[src/rtl/hazard_scoreboard_unit.sv]
// Pipeline hazard unit: per-operand EX forwarding select, load-use stall, and a
// per-register countdown scoreboard that tracks multi-cycle (MUL/DIV) results.
module hazard_scoreboard_unit #(
    parameter int REG_AW  = 4,
    parameter int NUM_SRC = 2,
    parameter int LAT_W   = 3,
    parameter int CNT_W   = 16
) (
    input  logic                      clk,
    input  logic                      rst_n,
    input  logic                      id_valid,
    input  logic [NUM_SRC*REG_AW-1:0] id_rs,
    input  logic [NUM_SRC-1:0]        id_rs_used,
    input  logic [REG_AW-1:0]         id_rd,
    input  logic                      id_reg_write,
    input  logic [LAT_W-1:0]          id_mc_lat,
    input  logic [NUM_SRC*REG_AW-1:0] idex_rs,
    input  logic [REG_AW-1:0]         idex_rd,
    input  logic                      idex_reg_write,
    input  logic                      idex_is_load,
    input  logic                      exmem_reg_write,
    input  logic [REG_AW-1:0]         exmem_rd,
    input  logic                      memwb_reg_write,
    input  logic [REG_AW-1:0]         memwb_rd,
    input  logic                      flush,
    input  logic                      clr_stats,
    output logic [2*NUM_SRC-1:0]      fwd_sel,
    output logic                      stall,
    output logic                      mc_busy,
    output logic [2**REG_AW-1:0]      busy_map,
    output logic [CNT_W-1:0]          stall_cycles
);

    localparam int NUM_REGS = 2**REG_AW;

    logic [LAT_W-1:0]   mc_cnt_reg;
    logic [CNT_W-1:0]   stall_cycles_reg;
    logic [NUM_SRC-1:0] lu_hit;
    logic [NUM_SRC-1:0] raw_hit;
    logic               load_use;
    logic               raw_sb;
    logic               waw_sb;
    logic               struct_sb;
    logic               issue;
    logic               mc_start;

    genvar gi;

    // Per-source forwarding select and hazard match terms
    generate
        for (gi = 0; gi < NUM_SRC; gi++) begin : g_src
            logic [REG_AW-1:0] ex_rs;
            logic [REG_AW-1:0] id_src;
            logic              counted;

            assign ex_rs  = idex_rs[gi*REG_AW +: REG_AW];
            assign id_src = id_rs[gi*REG_AW +: REG_AW];

            assign fwd_sel[2*gi +: 2] =
                (exmem_reg_write && (exmem_rd != '0) && (exmem_rd == ex_rs)) ? 2'b10 :
                (memwb_reg_write && (memwb_rd != '0) && (memwb_rd == ex_rs)) ? 2'b01 :
                                                                               2'b00;

            assign counted      = id_rs_used[gi] && (id_src != '0);
            assign lu_hit[gi]   = counted && (id_src == idex_rd);
            assign raw_hit[gi]  = counted && busy_map[id_src];
        end
    endgenerate

    assign load_use  = idex_is_load && idex_reg_write && (idex_rd != '0) && (|lu_hit);
    assign raw_sb    = |raw_hit;
    assign waw_sb    = id_reg_write && (id_rd != '0) && busy_map[id_rd];
    assign struct_sb = (id_mc_lat != '0) && mc_busy;

    // A redirect kills the ID instruction, so it never needs to be held
    assign stall    = id_valid && (load_use || raw_sb || waw_sb || struct_sb) && !flush;
    assign issue    = id_valid && !stall && !flush;
    assign mc_start = issue && (id_mc_lat != '0);

    // Register 0 is hardwired zero and never pending
    generate
        for (gi = 0; gi < NUM_REGS; gi++) begin : g_reg
            if (gi == 0) begin : g_zero
                assign busy_map[gi] = 1'b0;
            end else begin : g_cnt
                logic [LAT_W-1:0] cnt_reg;
                logic             load;

                assign load = mc_start && id_reg_write && (id_rd == REG_AW'(gi));

                always_ff @(posedge clk or negedge rst_n) begin
                    if (!rst_n) begin
                        cnt_reg <= '0;
                    end else if (load) begin
                        cnt_reg <= id_mc_lat;
                    end else if (cnt_reg != '0) begin
                        cnt_reg <= cnt_reg - 1'b1;
                    end
                end

                assign busy_map[gi] = (cnt_reg != '0);
            end
        end
    endgenerate

    always_ff @(posedge clk or negedge rst_n) begin
        if (!rst_n) begin
            mc_cnt_reg <= '0;
        end else if (mc_start) begin
            mc_cnt_reg <= id_mc_lat;
        end else if (mc_cnt_reg != '0) begin
            mc_cnt_reg <= mc_cnt_reg - 1'b1;
        end
    end

    always_ff @(posedge clk or negedge rst_n) begin
        if (!rst_n) begin
            stall_cycles_reg <= '0;
        end else if (clr_stats) begin
            stall_cycles_reg <= '0;
        end else if (stall && !(&stall_cycles_reg)) begin
            stall_cycles_reg <= stall_cycles_reg + 1'b1;
        end
    end

    assign mc_busy      = (mc_cnt_reg != '0);
    assign stall_cycles = stall_cycles_reg;

endmodule

[config.mk]
export PLATFORM = sky130hd
export DESIGN_NAME = hazard_scoreboard_unit
export DESIGN_NICKNAME = d
export VERILOG_FILES = /design/src/rtl/hazard_scoreboard_unit.sv
export SDC_FILE = /design/constraint.sdc
export NUM_CORES = 1
export LEC_CHECK = 0
export CORE_AREA = 2 2 101 103
export CTS_CLUSTER_DIAMETER = 120
export DETAILED_ROUTE_END_ITERATION = 10
export DIE_AREA = 0 0 103 105
export PLACE_DENSITY = 0.79
export SYNTH_ARGS = -nofsm -noshare
export SYNTH_HDL_FRONTEND = slang
export SYNTH_SLANG_ARGS = --single-unit
[constraint.sdc]
create_clock -name clk -period 4.5 [get_ports clk]
set_clock_uncertainty 0.2 [all_clocks]
set_input_delay 0.9 -clock clk [delete_from_list [all_inputs] [get_ports clk]]
set_output_delay 0.9 -clock clk [all_outputs]
set_load 0.02 [all_outputs]
==> results of run 1 <==
worst paths after layout:
check	from	end	slack, ns	depth (start not counted)
setup / recovery	id_rs[5]	stall	0.24	8
hold / removal	g_reg[2].g_cnt.cnt_reg[2]$_DFFE_PN0P_	g_reg[2].g_cnt.cnt_reg[2]$_DFFE_PN0P_	0.32	2
setup reg to reg	g_reg[1].g_cnt.cnt_reg[0]$_DFFE_PN0P_	mc_cnt_reg[1]$_DFFE_PN0P_	0.76	11
hold reg to reg	g_reg[2].g_cnt.cnt_reg[2]$_DFFE_PN0P_	g_reg[2].g_cnt.cnt_reg[2]$_DFFE_PN0P_	0.32	2
max in group asynchronous	rst_n	stall_cycles[3]$_DFFE_PN0P_	2.76	2
min in group asynchronous	rst_n	g_reg[8].g_cnt.cnt_reg[0]$_DFFE_PN0P_	0.41	1
kinds of logic after synthesis:
logic type | synth area share [%]
fa+ha+maj | 8.552
mux | 15.37
buf+inv | 6.271
simple gates | 18.81
flops | 33.17
xor+xnor | 7.256
other cells | 0.07767
compound gates | 10.50
synth_stat cells, types with 17 or more instances:
master / instances / area (µm²)
mux2_1: 24 / 270.3
ha_1: 33 / 412.9
clkbuf_1: 24 / 90.09
inv_1: 36 / 135.1
nand3_1: 22 / 110.1
nand4_1: 17 / 106.4
mux2i_1: 19 / 190.2
o31ai_1: 19 / 142.6
a21oi_1: 32 / 160.2
xnor2_1: 40 / 350.3
nor2_1: 43 / 161.4
nand2_1: 18 / 67.56
nand2b_1: 19 / 118.9
dfrtp_1: 64 / 1602
repair_timing:
action | CTS | global route
gates resized for setup | 0 | 1
hold buffers | 0 | 0
setup endpoints to repair | 0 | 1
layer usage:
layer,up-vias,GRT usage [%],part of all wire [%]
met5,-,0,0
met3,19,5.284,5.9
li1,1983,-,-
met4,0,5.733,1.3
met2,126,39.56,50
met1,2044,30.40,43
worst register-to-register path, stage by stage, from the launching register on:
cell and delay [ns]:
dfrtp_1 0.39, inv_1 0.09, ha_1 0.16, nor2b_1 0.35
inv_1 0.20, a211o_1 0.29, a21oi_1 0.16, o311ai_1 0.19
nor4_4 0.42, buf_4 0.45, nand2_2 0.35, mux2_2 0.38
power by group through the flow:
stage               Clock [W]  Sequential [W]  Combinational [W]
floorplan                   0        0.000911            0.00123
global placement            0        0.000920            0.00154
detailed placement          0        0.000934            0.00164
CTS                  0.000561        0.000922            0.00165
global route         0.000589        0.000954            0.00185
finish               0.000551        0.000924            0.00164
area by class of cell:
| type | count | area [µm²] | share of cell area (%) |
|---|---|---|---|
| Clock buffer | 9 | 123.9 | 2.071 |
| Inverter | 38 | 142.6 | 2.385 |
| Tap cell | 133 | 166.4 | 2.782 |
| Multi-Input combinational cell | 385 | 2924 | 48.89 |
| Timing Repair Buffer | 96 | 925.9 | 15.48 |
| Sequential cell | 64 | 1602 | 26.78 |
| Clock inverter | 7 | 96.34 | 1.611 |
through the flow:
| stage | utilization (%) | setup WS (ns) | std cells | hold WS (ns) |
|---|---|---|---|---|
| after global placement | 59.74 | 0.06550 | 716 | 0.2912 |
| after CTS | 62.02 | 0.01859 | 732 | 0.3250 |
| after global routing | 62.05 | 0.1052 | 732 | 0.3589 |
| after floorplan | - | 0.5615 | 524 | 0.2766 |
| after detailed placement | 59.74 | 0.04281 | 716 | 0.3092 |
| final | 62.05 | 0.2416 | 732 | 0.3245 |
==> run metrics, run 1 <==
element type at the critical path end primary output; n_diodes 0; Buf/Inv on CP 3; sequential share of power 29.6%; P_sw 0.001191 W; Int Pwr 0.001925 W; Max-Cap Viols 0; Die ar. 10820 µm²; Worst-path clk slew 0.07 ns; CTS tree yes; Clock Tree Root clkbuf_8; CTS max path bufs 2; cell family with most CP delay buffers and inverters; # port buffers 83; most frequent cells in the layout clkdlybuf4s50_1 (81), dfrtp_1 (64), nor2_1 (43); vias in the first global route 4161; Least-Margin Pin Slew 0.7445 ns; cell row count 36; Synth Warn # 0; Via density 5.699; 1st-iter DRT viols 240; CTS buffer count 9; drt first pass iters 4; hpwl dp 9281 µm; Clock Sinks 64; crit share post-route 94.63%; RSZ-0062 raised after global routing false; critical path arrival 3.16 ns; max reg flops 45; DRC viols 0; pin count of the biggest net entering global routing 46; Gate Count Post-Synth 524; outcome completed; vias post-DR 4172; Routed Antenna Nets 0; Wirelength per Cell 16.76 µm; Synth Register Bits 64; Post-Syn Area per Cell 9.214 µm²; register area share after synthesis 33.17%; Layout area overhead 23.87%; IO Pins 85; LEAKAGE 2.469 nW; commonest non-fill, non-tap cell in the layout clkdlybuf4s50_1; Final TNS setup 0 ns; Slew Limit Fails 0; P per Cell Area 521.1 nW/µm²; Sw Ratio 38.22%; Post-DP Area 5758 µm²; slowest CP cell mux4_2; part of the power in combinational logic 52.7%; Min-Delay Path Class reg -> reg; Max-slew headroom 50.36%; Max Fclk 234.8 MHz; endpoints failing setup 0; first-pass GRT wire length 20090 µm; worst skew pair latency 0.35 ns; Worst EP required 3.40 ns; Main synth FF type dfrtp_1; CP peak stage delay 0.51 ns; core area 9639 µm²; Filler Cell Count 806; layout cells sized above 1 8.681%; global placement routability congestion 0.9050; crit start category primary input; Yosys cell types 47; Crit Path Class in -> out; maximum VDD drop 0.1891 mV; synthesized area 4828 µm²; fin crit period 4.258 ns; final hold vios 0; initial core utilization 50.09%; post-route cell area 5981 µm²; Tot Pwr 0.003117 W; Die H 105 µm; final WL 12270 µm; crit-path max FO 5; fin nets 674; Syn Nets 604; clock network power share 17.7%; GRT Resource Usage Total 23.51%; htree depth 3; initial antenna violation count 0; # Post-CTS Setup Buffers 0; worst-path cell chain clkdlybuf4s50_1, inv_2, mux4_2, a22oi_1, o311ai_1, nor4_4, nor2b_1, dlymetal6s2s_1; Die Wd 103 µm; total gr overflow 0; ys async rst share 100.0%; Post-synth EDFFs 0
Note: power is estimated with default switching activity, not from simulation.
==> run 2: changes to the inputs <==
--- a/config.mk
+++ b/config.mk
@@ -5,10 +5,12 @@
 export SDC_FILE = /design/constraint.sdc
 export NUM_CORES = 1
 export LEC_CHECK = 0
+export CAP_MARGIN = 20
 export CORE_AREA = 2 2 101 103
 export CTS_CLUSTER_DIAMETER = 120
 export DETAILED_ROUTE_END_ITERATION = 10
 export DIE_AREA = 0 0 103 105
+export MAX_ROUTING_LAYER = met4
 export PLACE_DENSITY = 0.79
 export SYNTH_ARGS = -nofsm -noshare
 export SYNTH_HDL_FRONTEND = slang
==> constraint.sdc (replaced) <==
create_clock -name clk -period 4.75 [get_ports clk]
set_clock_uncertainty 0.2 [all_clocks]
set_input_delay 0.95 -clock clk [delete_from_list [all_inputs] [get_ports clk]]
set_output_delay 0.95 -clock clk [all_outputs]
set_load 0.02 [all_outputs]
==> run metrics, run 2 (synthesis gave the netlist of run 1 again) <==
1st-iter DRT viols 240; initial antenna violation count 0; total gr overflow 0; crit start category primary input; first-pass GRT wire length 19830 µm; critical path arrival 3.52 ns; pre-CTS WS 0.1248 ns; drt first pass iters 5; worst skew pair latency 0.35 ns; Clock Tree Root clkbuf_8; Int Pwr 0.001786 W; HP Start mc_cnt_reg[2]$_DFFE_PN0P_; FF+latch area 1602 µm²; max reg flops 45; layout cells sized above 1 8.681%; vias post-DR 4182; Filler Cell Count 853; P per Cell Area 488.6 nW/µm²; Slew Limit Fails 0; initial core utilization 50.09%; core area 9639 µm²; Wirelength per Cell 16.72 µm; crit-path max FO 4; Die ar. 10820 µm²; P_sw 0.001128 W; part of the power in combinational logic 53.6%; R2R Setup Slk 1.06 ns; Max-Cap Viols 0; DRC viols 0; DP Cell Count 716; Clock Sinks 64; area of the multi-input gates 2932 µm²; htree depth 3; RR Startpoint g_reg[1].g_cnt.cnt_reg[0]$_DFFE_PN0P_; outcome completed; Final TNS setup 0 ns; hold path cells 2; RSZ-0062 raised after global routing false; Via density 5.713; element type at the critical path end primary output; # Post-CTS Setup Buffers 0; Least-Margin Pin Slew 0.7731 ns; most frequent cells in the layout clkdlybuf4s50_1 (81), dfrtp_1 (64), nor2_1 (43); hpwl dp 9122 µm; endpoints failing setup 0; fin nets 674; maximum VDD drop 0.1966 mV; GRT Resource Usage Total 23.89%; global placement routability congestion 0.9273; Max Fclk 214.0 MHz; commonest non-fill, non-tap cell in the layout clkdlybuf4s50_1; # port buffers 83; Min-Delay Path Class reg -> reg; CTS buffer count 9; LEAKAGE 2.463 nW; CTS max path bufs 2; CTS Hold Bufs 0; pin count of the biggest net entering global routing 44; Layout area overhead 23.56%; Die H 105 µm; vias in the first global route 4141; n_diodes 0; Crit Path Class in -> out; crit share post-route 98.37%; Sw Ratio 38.71%; Max-slew headroom 48.46%; Routed Antenna Nets 0; IO Pins 85; fin crit period 4.672 ns; Die Wd 103 µm; Worst EP required 3.60 ns; worst r2r dst mc_cnt_reg[1]$_DFFE_PN0P_; Final WS setup 0.07750 ns; final hold slack 0.3245 ns; R2R cell count 11; cell row count 36; clock network power share 16.4%; sequential share of power 30.1%; final WL 12240 µm; CTS tree yes; Post-Layout Cell Count 732; final hold vios 0; Worst-path clk slew 0.07 ns; Worst Hold Path EP mc_cnt_reg[2]$_DFFE_PN0P_
## run 2: changes by cell type in the layout (fill, tap and decap cells not counted), sizes merged
cell,before,now
clkinv,2,3
bufinv,2,1
clkinvlp,3,1
clkbuf,9,11
## run 2: per-layer routing
layer  GRT usage [%]  routed length, µm  up-vias
met3           4.281                827       23
met2           37.38               5885      158
met1           31.34               5299     2015
met5               -                  0        -
li1                -                  -     1986
met4           7.707                227        0
## run 2: how the worst max path moves through the flow
| stage | from | cells after the start | to |
|---|---|---|---|
| 3_5_place_dp | id_rs[5] | 8 | stall |
| 4_1_cts | id_rd[0] | 9 | stall |
| 3_3_place_gp | id_rs[5] | 8 | stall |
| 6_report | id_rs[5] | 8 | stall |
| 2_1_floorplan | id_rs[4] | 9 | stall |
| 5_1_grt | id_rs[5] | 8 | stall |
## run 2: power groups by stage
stage,sequential [W],clock (W),combinational (W)
after floorplan,0.000863,0,0.00117
after global placement,0.000872,0,0.00147
after detailed placement,0.000885,0,0.00156
after CTS,0.000874,0.000486,0.00157
after global routing,0.000901,0.000512,0.00174
final,0.000876,0.000478,0.00156
## run 2: through the flow
| step | total power [W] | utilization (%) | area, µm² |
|---|---|---|---|
| after floorplan | 0.002030 | - | 4828 |
| after global placement | 0.002341 | 59.74 | 5758 |
| after detailed placement | 0.002444 | 59.74 | 5758 |
| after CTS | 0.002928 | 61.79 | 5956 |
| after global routing | 0.003152 | 61.89 | 5966 |
| final | 0.002915 | 61.89 | 5966 |
## run 2: timing repair
action	CTS	global route
endpoints found under the setup margin	0	1
hold endpoints to repair	0	0
gates resized for setup	0	2
## run 2: final cells by class
cell class                      count  area share [%]
Clock buffer                       11           2.370
Multi-Input combinational cell    385           49.14
Timing Repair Buffer               96           15.52
Tap cell                          133           2.789
Inverter                           38           2.391
Clock inverter                      5          0.9438
Sequential cell                    64           26.85
## run 2: worst max-delay path, cell delays in order
cell and delay (ns):
clkdlybuf4s50_1 0.51, or4_1 0.59, nand2_1 0.10, a311oi_1 0.06, and3_1 0.23, nor4_4 0.42
nor2b_1 0.10, clkdlybuf4s50_1 0.55
